File: src/rtl/ienc_if.sv
// Command-request and instruction-stream bundle for the ienc debug instruction encoder.
interface ienc_if;
  logic        reqvalid;
  logic        reqready;
  logic [3:0]  reqop;
  logic [4:0]  reqrs;
  logic [4:0]  reqrt;
  logic [4:0]  reqrd;
  logic [63:0] reqimm;
  logic        instrvalid;
  logic        instrready;
  logic [31:0] instr;
  logic        seqlast;
  logic        busy;
  logic        err;

  modport master (
    output reqvalid, reqop, reqrs, reqrt, reqrd, reqimm, instrready,
    input  reqready, instrvalid, instr, seqlast, busy, err
  );

  modport slave (
    input  reqvalid, reqop, reqrs, reqrt, reqrd, reqimm, instrready,
    output reqready, instrvalid, instr, seqlast, busy, err
  );
endinterface

File: src/rtl/ienc.sv
// Debug instruction encoder: expands high-level commands into MIPS III words
// (including LUI/ORI/DSLL constant-load sequences) on a valid/ready stream.
module ienc (
  input  logic   clk,
  input  logic   rst,
  ienc_if.slave  bus
);

  typedef enum logic {IDLE, EMIT} state_t;

  state_t      state_q, state_d;
  logic [2:0]  idx_q, idx_d;
  logic [3:0]  op_q, op_d;
  logic [4:0]  rs_q, rs_d;
  logic [4:0]  rt_q, rt_d;
  logic [4:0]  rd_q, rd_d;
  logic [63:0] imm_q, imm_d;
  logic [31:0] instr_q, instr_d;
  logic        instrvalid_q, instrvalid_d;
  logic        seqlast_q, seqlast_d;
  logic        err_q, err_d;

  logic        accept;
  logic        hs;
  logic [2:0]  idx_nxt;

  function automatic logic [2:0] last_idx(input logic [3:0] op);
    case (op)
      4'd6:    return 3'd1;
      4'd7:    return 3'd5;
      default: return 3'd0;
    endcase
  endfunction

  function automatic logic [31:0] lui(input logic [4:0] rt, input logic [15:0] h);
    return {6'b001111, 5'd0, rt, h};
  endfunction

  function automatic logic [31:0] ori(input logic [4:0] rt, input logic [15:0] h);
    return {6'b001101, rt, rt, h};
  endfunction

  function automatic logic [31:0] encode(input logic [3:0] op, input logic [2:0] idx,
                                         input logic [4:0] rs, input logic [4:0] rt,
                                         input logic [4:0] rd, input logic [63:0] imm);
    case (op)
      4'd1: return {6'b000000, rs, rt, rd, 5'd0, 6'b100001};
      4'd2: return {6'b100011, rs, rt, imm[15:0]};
      4'd3: return {6'b101011, rs, rt, imm[15:0]};
      4'd4: return {6'b110111, rs, rt, imm[15:0]};
      4'd5: return {6'b111111, rs, rt, imm[15:0]};
      4'd6: return (idx == 3'd0) ? lui(rt, imm[31:16]) : ori(rt, imm[15:0]);
      4'd7:
        case (idx)
          3'd0:       return lui(rt, imm[63:48]);
          3'd1:       return ori(rt, imm[47:32]);
          3'd2, 3'd4: return {6'b000000, 5'd0, rt, rt, 5'b10000, 6'b111000};
          3'd3:       return ori(rt, imm[31:16]);
          default:    return ori(rt, imm[15:0]);
        endcase
      default: return '0;
    endcase
  endfunction

  assign accept  = bus.reqvalid & (state_q == IDLE);
  assign hs      = instrvalid_q & bus.instrready;
  assign idx_nxt = idx_q + 3'd1;

  // Next word is encoded one step ahead so instr is registered and streams without bubbles.
  always_comb begin
    state_d      = state_q;
    idx_d        = idx_q;
    op_d         = op_q;
    rs_d         = rs_q;
    rt_d         = rt_q;
    rd_d         = rd_q;
    imm_d        = imm_q;
    instr_d      = instr_q;
    instrvalid_d = instrvalid_q;
    seqlast_d    = seqlast_q;
    err_d        = 1'b0;
    if (accept) begin
      state_d      = EMIT;
      idx_d        = '0;
      op_d         = bus.reqop;
      rs_d         = bus.reqrs;
      rt_d         = bus.reqrt;
      rd_d         = bus.reqrd;
      imm_d        = bus.reqimm;
      instr_d      = encode(bus.reqop, 3'd0, bus.reqrs, bus.reqrt, bus.reqrd, bus.reqimm);
      instrvalid_d = 1'b1;
      seqlast_d    = (last_idx(bus.reqop) == 3'd0);
      err_d        = bus.reqop[3];
    end else if (hs) begin
      if (idx_q == last_idx(op_q)) begin
        state_d      = IDLE;
        instrvalid_d = 1'b0;
        seqlast_d    = 1'b0;
      end else begin
        idx_d     = idx_nxt;
        instr_d   = encode(op_q, idx_nxt, rs_q, rt_q, rd_q, imm_q);
        seqlast_d = (idx_nxt == last_idx(op_q));
      end
    end
  end

  always_ff @(posedge clk or posedge rst) begin
    if (rst) begin
      state_q      <= IDLE;
      idx_q        <= '0;
      op_q         <= '0;
      rs_q         <= '0;
      rt_q         <= '0;
      rd_q         <= '0;
      imm_q        <= '0;
      instr_q      <= '0;
      instrvalid_q <= 1'b0;
      seqlast_q    <= 1'b0;
      err_q        <= 1'b0;
    end else begin
      state_q      <= state_d;
      idx_q        <= idx_d;
      op_q         <= op_d;
      rs_q         <= rs_d;
      rt_q         <= rt_d;
      rd_q         <= rd_d;
      imm_q        <= imm_d;
      instr_q      <= instr_d;
      instrvalid_q <= instrvalid_d;
      seqlast_q    <= seqlast_d;
      err_q        <= err_d;
    end
  end

  assign bus.reqready   = (state_q == IDLE);
  assign bus.busy       = (state_q != IDLE);
  assign bus.instrvalid = instrvalid_q;
  assign bus.instr      = instr_q;
  assign bus.seqlast    = seqlast_q;
  assign bus.err        = err_q;

endmodule
File: src/flat_wrapper.sv
// flat-port wrapper written by rule: the top's interface ports become plain ports
module ienc_flat 
  (clk, rst, bus_reqvalid, bus_reqop, bus_reqrs, bus_reqrt, bus_reqrd, bus_reqimm, bus_instrready, bus_reqready, bus_instrvalid, bus_instr, bus_seqlast, bus_busy, bus_err);
  ienc_if bus_i ();
  input  logic clk;
  input  logic rst;
  input wire logic [$bits(bus_i.reqvalid)-1:0] bus_reqvalid;
  input wire logic [$bits(bus_i.reqop)-1:0] bus_reqop;
  input wire logic [$bits(bus_i.reqrs)-1:0] bus_reqrs;
  input wire logic [$bits(bus_i.reqrt)-1:0] bus_reqrt;
  input wire logic [$bits(bus_i.reqrd)-1:0] bus_reqrd;
  input wire logic [$bits(bus_i.reqimm)-1:0] bus_reqimm;
  input wire logic [$bits(bus_i.instrready)-1:0] bus_instrready;
  output wire logic [$bits(bus_i.reqready)-1:0] bus_reqready;
  output wire logic [$bits(bus_i.instrvalid)-1:0] bus_instrvalid;
  output wire logic [$bits(bus_i.instr)-1:0] bus_instr;
  output wire logic [$bits(bus_i.seqlast)-1:0] bus_seqlast;
  output wire logic [$bits(bus_i.busy)-1:0] bus_busy;
  output wire logic [$bits(bus_i.err)-1:0] bus_err;
  assign bus_i.reqvalid = bus_reqvalid;
  assign bus_i.reqop = bus_reqop;
  assign bus_i.reqrs = bus_reqrs;
  assign bus_i.reqrt = bus_reqrt;
  assign bus_i.reqrd = bus_reqrd;
  assign bus_i.reqimm = bus_reqimm;
  assign bus_i.instrready = bus_instrready;
  assign bus_reqready = bus_i.reqready;
  assign bus_instrvalid = bus_i.instrvalid;
  assign bus_instr = bus_i.instr;
  assign bus_seqlast = bus_i.seqlast;
  assign bus_busy = bus_i.busy;
  assign bus_err = bus_i.err;
  ienc u_core (.clk(clk), .rst(rst), .bus(bus_i));
endmodule
File: config.mk
export PLATFORM = sky130hd
export DESIGN_NAME = ienc_flat
export DESIGN_NICKNAME = d
export VERILOG_FILES = /design/src/rtl/ienc_if.sv /design/src/rtl/ienc.sv /design/src/flat_wrapper.sv
export SDC_FILE = /design/constraint.sdc
export NUM_CORES = 1
export LEC_CHECK = 0
export BUFFER_PORTS_ARGS = -buffer_cell sky130_fd_sc_hd__buf_2
export CAP_MARGIN = 20
export CORE_ASPECT_RATIO = 0.8
export CORE_MARGIN = 2
export CORE_UTILIZATION = 57
export CTS_BUF_LIST = sky130_fd_sc_hd__clkbuf_2 sky130_fd_sc_hd__clkbuf_4 sky130_fd_sc_hd__clkbuf_8
export DETAILED_ROUTE_END_ITERATION = 10
export GPL_TIMING_DRIVEN = 0
export PLACE_DENSITY = 0.82
export SETUP_SLACK_MARGIN = 0.15
export SLEW_MARGIN = 5
export SYNTH_ARGS = -nofsm -noshare
export SYNTH_HDL_FRONTEND = slang
export SYNTH_SLANG_ARGS = --single-unit
export TNS_END_PERCENT = 100
File: constraint.sdc
create_clock -name clk -period 4.3 [get_ports clk]
set_clock_uncertainty 0.1 [all_clocks]
set_input_delay 0.43 -clock clk [delete_from_list [all_inputs] [get_ports clk]]
set_output_delay 0.43 -clock clk [all_outputs]
set_load 0.01 [all_outputs]
# Word level (Yosys, flattened, before mapping)

Index checks and enable logic that the tools add are counted.

Flip-flop bits (word level): 121
Bits of input ports: 87
Output and inout port bits: 37
Word-level logic and storage cells: 67

Add/sub/neg operators: 1
Eq/ne operators: 21
Muxes and demuxes: 25
Bitwise gates (word level): 3
Reductions and logical operators: 7

Operators by type and width:

| operator            | number |
|---|---|
| $pmux 32 s7         | 2 |
| $pmux 30 s4         | 1 |
| $mux 32             | 3 |
| $eq 4x3->1 const B  | 8 |
| $mux 28             | 1 |
| $mux 3              | 9 |
| $eq 4x2->1 const B  | 4 |
| $pmux 3 s2          | 2 |
| $eq 4x1->1 const B  | 2 |
| $mux 1              | 7 |
| $eq 3x2->1 const B  | 2 |
| $eq 3x3->1          | 2 |
| $logic_not 3->1     | 2 |
| $reduce_and 2->1    | 2 |
| $reduce_bool 2->1   | 2 |
| $add 3x1->3 const B | 1 |
| $eq 3x1->1 const B  | 1 |
| $eq 3x3->1 const B  | 1 |
| $and 1x1->1         | 2 |
| $ne 2x1->1 const B  | 1 |
| $reduce_or 2->1     | 1 |
| $not 1->1           | 1 |

# Depth between registers and ports, before layout

Word-level depth: 12
Mapped depth: 11
Mapped depth without buffers: 8

# Least setup slack after synthesis

OpenSTA, ideal clock, no wires.

Path kind: reg-to-reg
Start: register u_core.idx_q[0]
End: register u_core.instr_q[14] (netlist: u_core.bus.instr[14])
Setup time: 0.124 ns
Arrival: 2.376 ns
Required time: 4.076 ns
Setup slack: 1.700 ns
Stages on the path, launching flop included: 12
Path buffers: 3
Period minus slack after synthesis: 2.600 ns
Path through: dfrtp_1 > clkbuf_1 > inv_1 > ha_1 > buf_6 > or2_1 > buf_6 > o21a_4 > o21a_4 > a222oi_1 > nor2_1 > a211o_1

Word-level cells in the longest chain between the ends: 8
Elaborated cells on any way between the ends: 16
Those cells by class: add/sub (1); eq/ne (6); mux (6); reduce/logical (3)

RTL lines:

| what                                            | RTL line    | text |
|---|---|---|
| start, declared                                 | ienc.sv:12  | `logic [2:0] idx_q, idx_d;` |
| start signal, assigned                          | ienc.sv:122 | `idx_q <= idx_d;` |
| $add 3x1->3                                     | ienc.sv:67  | `assign idx_nxt = idx_q + 3'd1;` |
| $eq 3x2->1 / $eq 3x3->1 (equally long branches) | ienc.sv:54  | `case (idx)` |
| $reduce_or 2->1                                 | ienc.sv:54  |  |
| $pmux 30 s4                                     | ienc.sv:54  |  |
| $pmux 32 s7                                     | ienc.sv:46  | `case (op)` |
| $mux 32                                         | ienc.sv:95  | `if (idx_q == last_idx(op_q)) begin` |
| $mux 32                                         | ienc.sv:94  | `end else if (hs) begin` |
| $mux 32                                         | ienc.sv:82  | `if (accept) begin` |
| end signal, assigned                            | ienc.sv:128 | `instr_q <= instr_d;` |
| end, declared                                   | ienc.sv:18  | `logic [31:0] instr_q, instr_d;` |

Parallel ways exist; a longest one is shown, timed or not. The select of a mux whose other input is x is not followed.
A chain may end at the register's enable or synchronous reset.

# Worst setup path after layout

Start: register u_core.idx_q[0]
End: register u_core.instr_q[1] (netlist: u_core.bus.instr[1])

Same word-level chain as after synthesis.

==> metrics.txt <==
Synth Net Count roughly 820; Via Count ~6,400; maxcap violations 0; Critical Path AT about 3.4 ns; Ys Warns 0; Initial Util 58.0%; async set or reset register ratio after synthesis 100%; fin cells 1,025; Num CTS Buffers 17; die area around 12,000 um^2; share of layout cells above drive strength 1 21.7%; Synth-to-Final Area Change 21.4%; ys flop type dfrtp_1; Starting DRT DRC Count between 900 and 1,000; start of the worst register-to-register path u_core.idx_q[0]; Mapped Area around 6300 um^2; row count 34; Final Critical Period 3.15 ns; Achievable Freq between 0.3 and 0.4 GHz; cells after synthesis 727; clock tree buffer depth 2; DR pass1 iterations 6; Final ANT Viol Nets 0; critical path, cell by cell clkbuf_1, inv_1, ha_1, buf_6, or2_1, buf_6, o311ai_2, nor2_1, a221o_1, a21oi_1, a21oi_1; routed length per placed instance around 21 um; ant diodes 0; GRT Residual Overflow 0; core region area approximately 11,000 um^2; largest net degree at the start of global routing 86; synthesized area per cell 8.61 um^2; Max stage delay on crit path about 0.51 ns; most frequent cells in the layout 267 x nand2_1, 128 x buf_2, 121 x dfrtp_1, 42 x a21oi_1, 40 x nor2_1; Hold WC Path Type in2reg; RePlAce Congestion 0.982; Setup Buffers After CTS 0; Tcrit/Tclk final 73.2%; crit-path max FO 9; die width 121 um; met3 GRT Util 12.0%; setup TNS 0 ns; slew margin rel. 18.0%; vias in the first global route about 5,800; start point of the worst min-delay path bus_reqimm[41]; Layout Nets 960; port bufs 120; met1 Use GR a little under three fifths; worst vdd ir between 0.0005 and 0.0006 V; CTS sink count ~120; global route hottest layer met1; LEAKAGE ~3.7 nW; drt total wl 22,000 um; CP startpoint kind flop; Synth cell types 65; CTS tree yes; outcome complete, no violations; Slowest-stage cell, CP o311ai_2; worst-skew pair later-pin latency ~0.46 ns; CP startpoint u_core.idx_q[0]; fill count 872; Cell Pwr Density approximately 770 nW/um^2; Final Hold Viols 0; Slew @ Worst Pin around 1.2 ns; post-DR vias/cell 6.26; clk root buf clkbuf_8; RSZ-0062 raised after global routing no; post-synthesis sequential area ratio between 40% and 50%; Post-synth EDFFs 0; synthesized flop and latch total 121; most common cell after layout, fill and taps aside nand2_1; initial antenna violation count 0; Clock H-tree levels 4; CTS clock-pin slew for the worst setup and hold paths 0.08 ns; detailed placer's ending HPWL roughly 16,000 um; final setup fails 0; worst path required time about 4.5 ns; CP Capture Type flop; placed cell count between 900 and 1,000; critical path class reg2reg; Pwr Total approximately 5.9 mW; global-route wire length before repair 33,100 um; gr usage total between 30% and 40%; Vert. Die Dim roughly 100 um; Ports approximately 120; routing usage on met2 a little over half; count of pins over their slew limit 0; DRC viols 0
-- state kept, by name, indices dropped and copies added, names as in the netlist --
name and cells:
u_core.bus.err 1, u_core.bus.instr 32, u_core.bus.instrvalid 1, u_core.bus.seqlast 1, u_core.idx_q 3, u_core.imm_q 64
u_core.op_q 4, u_core.rd_q 5, u_core.rs_q 5, u_core.rt_q 5
-- cells by family after synthesis --
family | share of synthesized area (%)
and+or+nand+nor | 22.1
AOI/OAI and AO/OA | 19.9
xor gates and xnor gates | 0.799
adders and majority gates | 1.16
buffers and inverters | 4.30
DFF | 48.4
muxes | 3.34
-- cells in the mapped netlist, drive strengths merged, types with 9 or more instances --
library cell | n | area [um^2]
dfrtp | 121 | 3030
o21ai | 29 | 145
buf | 19 | 123
nand2 | 267 | 1000
nor2 | 41 | 156
a222oi | 9 | 90.1
a21oi | 42 | 210
clkbuf | 34 | 128
a22oi | 29 | 218
mux2 | 12 | 139
a32oi | 10 | 87.6
nor3 | 12 | 60.1
-- per-stage QoR --
stage | area [um^2] | setup slack (ns) | util (%) | hold WS [ns]
detailed placement | 7080 | 1.25 | 65.5 | 0.354
CTS | 7600 | 1.21 | 70.4 | 0.0543
finish | 7600 | 1.15 | 70.4 | 0.0550
global placement | 7040 | -0.726 | 65.2 | 0.355
floorplan | 6260 | 0.556 | - | 0.340
global route | 7600 | 1.08 | 70.4 | 0.0605
-- report_power, final --
group | internal [mW] | leakage (nW) | total [mW] | switching, mW
Sequential | 1.67 | 1.52 | 2.07 | 0.402
Combinational | 0.890 | 1.94 | 2.45 | 1.56
Clock | 0.837 | 0.259 | 1.34 | 0.507
-- worst paths after layout --
kind	slack, ns	endpoint	depth (start not counted)
max in group asynchronous	2.96	u_core.imm_q[2]	4
max	1.15	u_core.bus.instr[1]	11
max reg2reg	1.15	u_core.bus.instr[1]	11
min	0.05	u_core.imm_q[41]	3
min in group asynchronous	0.41	u_core.imm_q[38]	3
min reg2reg	0.38	u_core.imm_q[56]	2
-- worst max-delay path, delay by kind of cell, from the launching register on --
family | cells | cell delay [ns]
AOI/OAI and AO/OA | 4 | 1.10
buffers and inverters | 4 | 0.72
and+or+nand+nor | 2 | 0.46
DFF | 1 | 0.41
adders and majority gates | 1 | 0.24
-- timing repair --
item | 4_1_cts | 5_1_grt
endpoints found under the hold margin | 36 | 0
resized for setup | 0 | 0
hold buffers | 1 | 0
-- layer usage --
metal / vias up / part of all wire [%] / wire length (um)
li1: 2813 / - / -
met1: 3051 / 41 / 9050
met2: 471 / 43 / 9400
met3: 77 / 13 / 2880
met4: 0 / 2.8 / 622
met5: - / 0 / 0
-- cell type report --
| type | instances | area (um^2) | area share (%) |
|---|---|---|---|
| multi-input combinational | 548 | 2970 | 39.0 |
| buffer | 53 | 250 | 3.29 |
| timing repair buffer | 122 | 638 | 8.39 |
| inverter | 5 | 23.8 | 0.313 |
| sequential | 121 | 3030 | 39.8 |
| tap | 144 | 180 | 2.37 |
| clock buffer | 19 | 255 | 3.36 |
| clock inverter | 13 | 263 | 3.46 |
No activity file was read; power rests on OpenSTA's default activity.
